**config.mk**
```make
export PLATFORM = sky130hd
export DESIGN_NAME = norm_shifter
export DESIGN_NICKNAME = d
export VERILOG_FILES = /design/src/rtl/norm_shifter.sv
export SDC_FILE = /design/constraint.sdc
export NUM_CORES = 1
export LEC_CHECK = 0
export ABC_AREA = 1
export BUFFER_PORTS_ARGS = -buffer_cell sky130_fd_sc_hd__buf_4
export CAP_MARGIN = 5
export CORE_AREA = 10 10 58 60
export CTS_BUF_LIST = sky130_fd_sc_hd__clkbuf_4
export CTS_CLUSTER_DIAMETER = 60
export CTS_CLUSTER_SIZE = 40
export DETAILED_ROUTE_END_ITERATION = 8
export DIE_AREA = 0 0 68 70
export GPL_TIMING_DRIVEN = 0
export HOLD_SLACK_MARGIN = 0.06
export PLACE_DENSITY_LB_ADDON = 0.3
export SLEW_MARGIN = 15
export SYNTH_ARGS = -nofsm -noshare
export SYNTH_HDL_FRONTEND = slang
export SYNTH_SLANG_ARGS = --single-unit
```
**constraint.sdc**
```tcl
create_clock -name clk -period 1.46 [get_ports clk]
set_clock_uncertainty 0.15 [all_clocks]
set_input_delay 0.438 -clock clk [delete_from_list [all_inputs] [get_ports clk]]
set_output_delay 0.438 -clock clk [all_outputs]
set_load 0.005 [all_outputs]
```
**src/rtl/norm_shifter.sv**
```systemverilog
`default_nettype none
// ============================================================================
// Module      : norm_shifter
// Description : Sequential normalizer. Shifts a word one bit per cycle until
//               its first set bit reaches the MSB (left) or LSB (right), then
//               reports the normalized word and the shift amount. Handshakes
//               are valid/ready on both sides.
// Revision    : 1.0 - initial release
// ============================================================================
module norm_shifter #(
    parameter  int WIDTH = 8,
    localparam int AMT_W = $clog2(WIDTH)
) (
    input  logic             clk,
    input  logic             rst_n,
    input  logic             in_valid,
    output logic             in_ready,
    input  logic [WIDTH-1:0] in_data,
    input  logic             in_dir,
    output logic             out_valid,
    input  logic             out_ready,
    output logic [WIDTH-1:0] out_data,
    output logic [AMT_W-1:0] out_amt,
    output logic             out_dir,
    output logic             out_zero
);

    localparam logic [1:0] S_IDLE  = 2'd0;
    localparam logic [1:0] S_SHIFT = 2'd1;
    localparam logic [1:0] S_DONE  = 2'd2;

    localparam logic [AMT_W-1:0] c_one = AMT_W'(1);

    logic [1:0]       r_state;
    logic [WIDTH-1:0] r_sreg;
    logic [AMT_W-1:0] r_cnt;
    logic             r_dir;
    logic             r_zero;

    logic             w_in_zero;
    logic             w_in_hit;
    logic [WIDTH-1:0] w_shifted;
    logic             w_sh_hit;

    // Target-bit detection for a freshly accepted word and for the next shift step
    always_comb begin
        w_in_zero = (in_data == '0);
        w_in_hit  = in_dir ? in_data[0] : in_data[WIDTH-1];
        w_shifted = r_dir ? (r_sreg >> 1) : (r_sreg << 1);
        w_sh_hit  = r_dir ? w_shifted[0] : w_shifted[WIDTH-1];
    end

    // Control FSM and datapath registers; results are held until consumed
    always_ff @(posedge clk or negedge rst_n) begin
        if (!rst_n) begin
            r_state <= S_IDLE;
            r_sreg  <= '0;
            r_cnt   <= '0;
            r_dir   <= 1'b0;
            r_zero  <= 1'b0;
        end else begin
            case (r_state)
                S_IDLE: begin
                    if (in_valid) begin
                        r_sreg <= in_data;
                        r_cnt  <= '0;
                        r_dir  <= in_dir;
                        if (w_in_zero) begin
                            r_zero  <= 1'b1;
                            r_state <= S_DONE;
                        end else if (w_in_hit) begin
                            r_state <= S_DONE;
                        end else begin
                            r_state <= S_SHIFT;
                        end
                    end
                end
                S_SHIFT: begin
                    // A nonzero word reaches its target within WIDTH-1 steps,
                    // so the counter cannot overflow here.
                    r_sreg <= w_shifted;
                    r_cnt  <= r_cnt + c_one;
                    if (w_sh_hit) begin
                        r_state <= S_DONE;
                    end
                end
                S_DONE: begin
                    if (out_ready) begin
                        r_zero  <= 1'b0;
                        r_state <= S_IDLE;
                    end
                end
                default: begin
                    r_state <= S_IDLE;
                end
            endcase
        end
    end

    // Handshake flags come straight from state; outputs straight from registers
    always_comb begin
        in_ready  = (r_state == S_IDLE);
        out_valid = (r_state == S_DONE);
        out_data  = r_sreg;
        out_amt   = r_cnt;
        out_dir   = r_dir;
        out_zero  = r_zero;
    end

endmodule
`default_nettype wire

```
==> run summary, run 1 <==
OUTCOME
---------------------------------------------------------------------------
Outcome                                                        finished with violations
Failing checks                                                 setup timing

SETUP PATH
---------------------------------------------------------------------------
End of the critical path                                          out_valid
Critical path class                                            flop to output port
Worst path bufs/invs                                                      2
Sequence of cells on the critical path                         inv_4, nor2_2, buf_4
Setup crit start kind                                                  flop
Source of the critical timing path                               r_state[1]
Slowest cell on crit path                                           dfrtp_2
Startpoint of the worst register-to-register path                r_state[0]
Number of cells on the worst reg-to-reg path                              5
Delay of the slowest cell on the worst path                         0.47 ns
Worst EP required                                                   0.87 ns
Endpoint kind of the worst setup timing path                    output port
Register-to-register setup slack                                    0.02 ns
Biggest fanout along the worst timing path                                5
Largest delay contributor family on the critical path            flip-flops
R2R Path End                                                    out_data[5]
Number of cells on the critical path                                      3
Critical path data arrival time                                     1.00 ns

DIE
---------------------------------------------------------------------------
Top-level I/O count                                                      28
Die Span X                                                            68 µm
Area enclosed by the die boundary                                  4760 µm²
Die extent in y                                                       70 µm
Placement row count                                                      18
Starting density of the core                                          40.7%
Core area                                                          2340 µm²

YOSYS
---------------------------------------------------------------------------
Post-synth top area share                                             39.4%
Distinct cell type count after synthesis                                 27
Average size of a mapped cell                                      7.88 µm²
FF+latch count, synth                                                    15
Main synth FF type                                                  dfrtp_1
Synthesized net count                                                   135
Ys async rst share                                                     100%
Number of enable flip-flop cells after synthesis                          0
Sequential-to-total area share from yosys stat                        39.4%
Library cell with the highest instance count after synthesis        nand2_1
Synthesized instance count                                              121
Syn Std Cell Area                                                   953 µm²
Commonest cells post-synth                                     nand2_1, inv_1, dfrtp_1
Biggest area contributors in the synthesized netlist           dfrtp_1, nand2_1, inv_1
Yosys warnings                                                            0
Leading area contributor after synthesis                            dfrtp_1

CELLS AND AREA
---------------------------------------------------------------------------
Ratio of cells with drive above 1 in the final layout                 43.1%
Finished layout cell area                                          1410 µm²
Antenna diode count                                                       0
Net total in the final layout                                           182
Final standard cell utilization of the core                           60.0%
Area overhead of the layout relative to synthesis                     47.5%

PLACED DESIGN
---------------------------------------------------------------------------
Total cell area at the placement stage                             1190 µm²
HPWL after DPL                                                      1820 µm
Buffers on Ports                                                         27
Final weighted congestion in routability-driven placement             0.838

CLOCKING
---------------------------------------------------------------------------
Clock tree from TritonCTS                                               yes
Clock Latency Late Sink                                             0.29 ns
Clk sink count                                                           15
Largest buffer count on any clock path                                    2
Inserted Clock Buffers                                                    3
Depth of the CTS H-tree                                                   1
Library cell used as clock root buffer                             clkbuf_4
Clock transition at path regs                                       0.10 ns

TIMING
---------------------------------------------------------------------------
Final hold violation count                                                0
Hold_ws                                                            0.250 ns
Aggregate negative setup slack                                    -0.231 ns
Setup repair after global routing missed its margin                     yes
Worst-case setup margin in the final layout                       -0.127 ns
Final Setup Violations                                                    2
Final min period                                                    1.59 ns
Maximum operating frequency                                       0.630 GHz
Final critical-path share of the clock period                          109%
Final max-slew violation count                                            0
Actual transition at the worst max-transition pin                  0.205 ns
Worst slew slack as a fraction of its limit                           86.3%

ROUTE
---------------------------------------------------------------------------
Count of unresolved DRC violations after routing                          0
Total detailed-routing wirelength                                   2480 µm
Vias after detailed routing                                             937
Routed len/inst                                                     12.6 µm
DRT antenna net count                                                     0
Via density per instance                                               4.76
DRC marker count from the first detailed-route iteration                 31
Router iterations before antenna repair                                   4

PWR
---------------------------------------------------------------------------
Static Leakage                                                     0.732 nW
Share of total power consumed by net switching                        40.2%
PnR Total Power                                                   0.00294 W
Share of total power in sequential cells                              27.2%
Switching Power                                                   0.00118 W
Worst vdd ir                                                        1.15 mV
Logic gate share of total power                                       64.2%
Power density over the cells                                    2090 nW/µm²
Clock network fraction of total power                                  8.6%
Internal Power                                                    0.00175 W

WORST HOLD PATH
---------------------------------------------------------------------------
Worst min path class                                           input port to flop

GLOBAL ROUTE
---------------------------------------------------------------------------
Largest net degree at the start of global routing                        16
Wire length of the first global-routing pass                        4210 µm
Global-route congestion overflow total                                    0
GRT Total Usage                                                       11.0%
Antenna violations before repair                                          0
Number of global-route vias before repair                               901

RUN
---------------------------------------------------------------------------
Maximum capacitance violations                                            0

-- placed cells by master (no fill, tap or decap), drive strengths merged, types with 4 or more instances in the layout --
| cell type | instances |
|---|---|
| a21oi | 8 |
| nor2 | 8 |
| nand2 | 34 |
| dfrtp | 15 |
| inv | 23 |
| clkbuf | 4 |
| a21boi | 7 |
| o211ai | 7 |
| buf | 44 |
| o21ai | 8 |
-- metrics by stage --
step                      instances  setup WS, ns
after detailed placement        178        0.0299
after CTS                       189        -0.134
after global routing            197        -0.172
final                           197        -0.127
after global placement          178        0.0414
after floorplan                 121         0.211
-- worst min-delay path by stage --
stage	from	to	slack, ns	depth (start not counted)
floorplan	rst_n	out_amt[0]	-0.008	0
detailed placement	rst_n	out_amt[2]	0.16	1
CTS	in_data[7]	out_data[7]	0.25	3
finish	in_data[7]	out_data[7]	0.25	3
global route	in_data[7]	out_data[7]	0.24	3
global placement	rst_n	out_amt[2]	0.16	1
-- sequential cells by signal, summed over array words and instances (netlist names) --
| name | cells |
|---|---|
| out_amt | 3 |
| out_data | 8 |
| out_dir | 1 |
| out_zero | 1 |
| r_state | 2 |
-- kinds of logic after synthesis --
kind of cell,Yosys count,share of synthesized area [%]
AND/OR/NAND/NOR,45,20.2
AO/OA/AOI/OAI,31,24.4
buffers and inverters,28,13.8
flip-flops,15,39.4
XOR/XNOR,1,0.919
adder cells (fa/ha/maj),1,1.31
-- worst register-to-register path, stage by stage (launching register included) --
cell	delay (ns)
dfrtp_2	0.45
buf_4	0.18
o21ai_4	0.21
buf_12	0.15
nand2_1	0.04
a21boi_2	0.14
-- power groups by stage --
stage / registers (W) / logic, W / clock network, W
2_1_floorplan: 0.000783 / 0.000902 / 0
3_5_place_dp: 0.000807 / 0.00143 / 0
5_1_grt: 0.000829 / 0.00209 / 0.000287
6_report: 0.000800 / 0.00188 / 0.000252
3_3_place_gp: 0.000796 / 0.00140 / 0
4_1_cts: 0.000789 / 0.00163 / 0.000256
-- layer usage --
metal	vias up	part of all wire, %	GRT usage (%)
met5	-	0	0
met4	0	1.4	4.70
met3	4	9.1	4.31
met2	28	49	16.6
met1	432	41	13.2
li1	473	-	-
-- final cells by class --
cell class,instances,area (µm²)
Clock buffer,3,22.5
Clock inverter,1,5.00
Tap cell,30,37.5
Sequential cell,15,380
Multi-Input combinational cell,78,465
Timing Repair Buffer,43,368
Inverter,24,96.3
Fill cell,208,936
Buffer,3,31.3
-- repair_timing --
action	CTS	global route
gates resized for setup	8	17
buffers inserted	6	9
cloned	0	1
hold buffers	1	0
pin swaps	3	7
endpoints found under the hold margin	15	0
endpoints found under the setup margin	5	25
Note: power is estimated with default switching activity, not from simulation.
==> inputs of run 2 (changes only) <==
Settings changed: CORE_AREA 10 10 58 60 to 10 10 59 61, DIE_AREA 0 0 68 70 to 0 0 69 71, RECOVER_POWER set to 25.
==> run 2 against run 1 <==
Effect of this change: the run still ends with setup timing left; final cell count grew 2.0%; sequential share of layout area shrank 0.49 points; sequential cell count is the same; power grew 3.6%; critical path depth shrank 1; critical path type unchanged; sequential power shrank 2%; wire length grew 7.4%; first-iteration DRC count grew 42%; worst hold slack lost 0.0034 ns; utilization shrank 0.24 points; clock power grew 8%; die area grew 2.9%.
==> run summary, run 2 (synthesis gave the netlist of run 1 again) <==
OUTCOME
------------------------------------------------------------------------
Outcome                                                     finished with violations
Failing checks                                              setup timing

CELLS AND AREA
------------------------------------------------------------------------
Net total in the final layout                                        186
Commonest non-fill, non-tap cell in the layout                     buf_4
Cell Count, Final, Fillers Out                                       201
Footprint of the multi-input gates                               462 µm²
Ratio of cells with drive above 1 in the final layout              45.0%
Final standard cell utilization of the core                        59.8%
Sequential standard cell area                                    379 µm²
Number of flip-flops in the largest register                           8
Most frequent cells in the layout                           buf_4, nand2_1, inv_1
Finished layout cell area                                       1430 µm²
Antenna diode count                                                    0
Fill cell instance count of the final layout                         218
Area overhead of the layout relative to synthesis                  49.7%

GLOBAL ROUTE
------------------------------------------------------------------------
Antenna violations before repair                                       0
Number of global-route vias before repair                            916
Wire length of the first global-routing pass                     4130 µm
GRT Total Usage                                                    9.92%
Largest net degree at the start of global routing                     16
Global-route congestion overflow total                                 0

PWR
------------------------------------------------------------------------
Power density over the cells                                 2130 nW/µm²
Static Leakage                                                  0.747 nW
PnR Total Power                                                0.00304 W
Worst vdd ir                                                     1.09 mV

SETUP PATH
------------------------------------------------------------------------
Endpoint kind of the worst setup timing path                 output port
Worst EP required                                                0.87 ns
Setup crit start kind                                               flop
Biggest fanout along the worst timing path                             3
Critical path class                                         flop to output port
Critical path data arrival time                                  0.98 ns

CLOCKING
------------------------------------------------------------------------
Library cell used as clock root buffer                          clkbuf_4
Inserted Clock Buffers                                                 3
Depth of the CTS H-tree                                                1
Largest buffer count on any clock path                                 2
Clock transition at path regs                                    0.10 ns
Clk sink count                                                        15
Clock Latency Late Sink                                          0.29 ns
Clock tree from TritonCTS                                            yes

DIE
------------------------------------------------------------------------
Die Span X                                                         69 µm
Area enclosed by the die boundary                               4900 µm²
Die extent in y                                                    71 µm
Placement row count                                                   18
Top-level I/O count                                                   28
Core area                                                       2390 µm²
Starting density of the core                                       39.9%

TIMING
------------------------------------------------------------------------
Setup repair after global routing missed its margin                  yes
Maximum operating frequency                                    0.639 GHz
Final min period                                                 1.56 ns
Worst slew slack as a fraction of its limit                        72.6%
Final critical-path share of the clock period                       107%
Worst-case setup margin in the final layout                    -0.105 ns
Final Setup Violations                                                 2
Final hold violation count                                             0
Final max-slew violation count                                         0
Actual transition at the worst max-transition pin               0.411 ns

ROUTE
------------------------------------------------------------------------
Routed len/inst                                                  13.2 µm
Total detailed-routing wirelength                                2660 µm
Count of unresolved DRC violations after routing                       0
DRC marker count from the first detailed-route iteration              44
Via density per instance                                            4.86
Vias after detailed routing                                          976
DRT antenna net count                                                  0
Router iterations before antenna repair                                4

PLACED DESIGN
------------------------------------------------------------------------
Total cell area at the placement stage                          1190 µm²
HPWL after DPL                                                   1880 µm
Worst slack after detailed placement                           0.0195 ns
Final weighted congestion in routability-driven placement          0.756
Buffers on Ports                                                      27
Placed Instances                                                     178

RUN
------------------------------------------------------------------------
Maximum capacitance violations                                         0

WORST HOLD PATH
------------------------------------------------------------------------
Worst min path class                                        input port to flop

run 2: final timing paths:
kind	start	depth (start not counted)	slack [ns]	to
min	in_data[7]	3	0.25	out_data[7]
max reg2reg	r_state[0]	5	0.02	out_data[1]
max in group asynchronous	rst_n	2	0.40	r_state[1]
min reg2reg	out_zero	2	0.39	out_zero
max	r_state[1]	2	-0.10	in_ready
min in group asynchronous	rst_n	2	0.44	out_data[6]
run 2: worst max-delay path, cell delays in order (launching register included):
cell	delay, ns
dfrtp_2	0.46
nor2_4	0.13
buf_6	0.10
run 2: final cells by class:
class                           count  area share [%]
Timing Repair Buffer               47            27.4
Clock buffer                        4            2.10
Inverter                           24            6.75
Tap cell                           30            2.63
Sequential cell                    15            26.6
Buffer                              3            2.19
Multi-Input combinational cell     78            32.3
run 2: stage by stage:
stage                     hold slack (ns)  setup TNS [ns]
after CTS                           0.251          -0.568
final                               0.247          -0.205
after floorplan                  -0.00759               0
after global routing                0.265          -0.484
after global placement              0.159               0
after detailed placement            0.161               0
run 2: power by group:
group | internal [W] | total, W | switching [W]
combinational | 0.00108 | 0.00198 | 0.000901
clock | 0.000125 | 0.000271 | 0.000146
sequential | 0.000617 | 0.000788 | 0.000171
run 2: repair_timing:
item	4_1_cts	5_1_grt
buffers inserted	9	10
endpoints found under the hold margin	15	0
gates resized for setup	7	16
endpoints found under the setup margin	4	23
hold buffers	1	0
pin swaps	3	5
run 2: metal layers:
layer	up-vias	track usage, %	wire length, µm
li1	487	-	-
met2	36	16.1	1280
met1	446	11.8	1100
met5	-	0	0
met4	0	3.58	51
met3	7	3.49	224
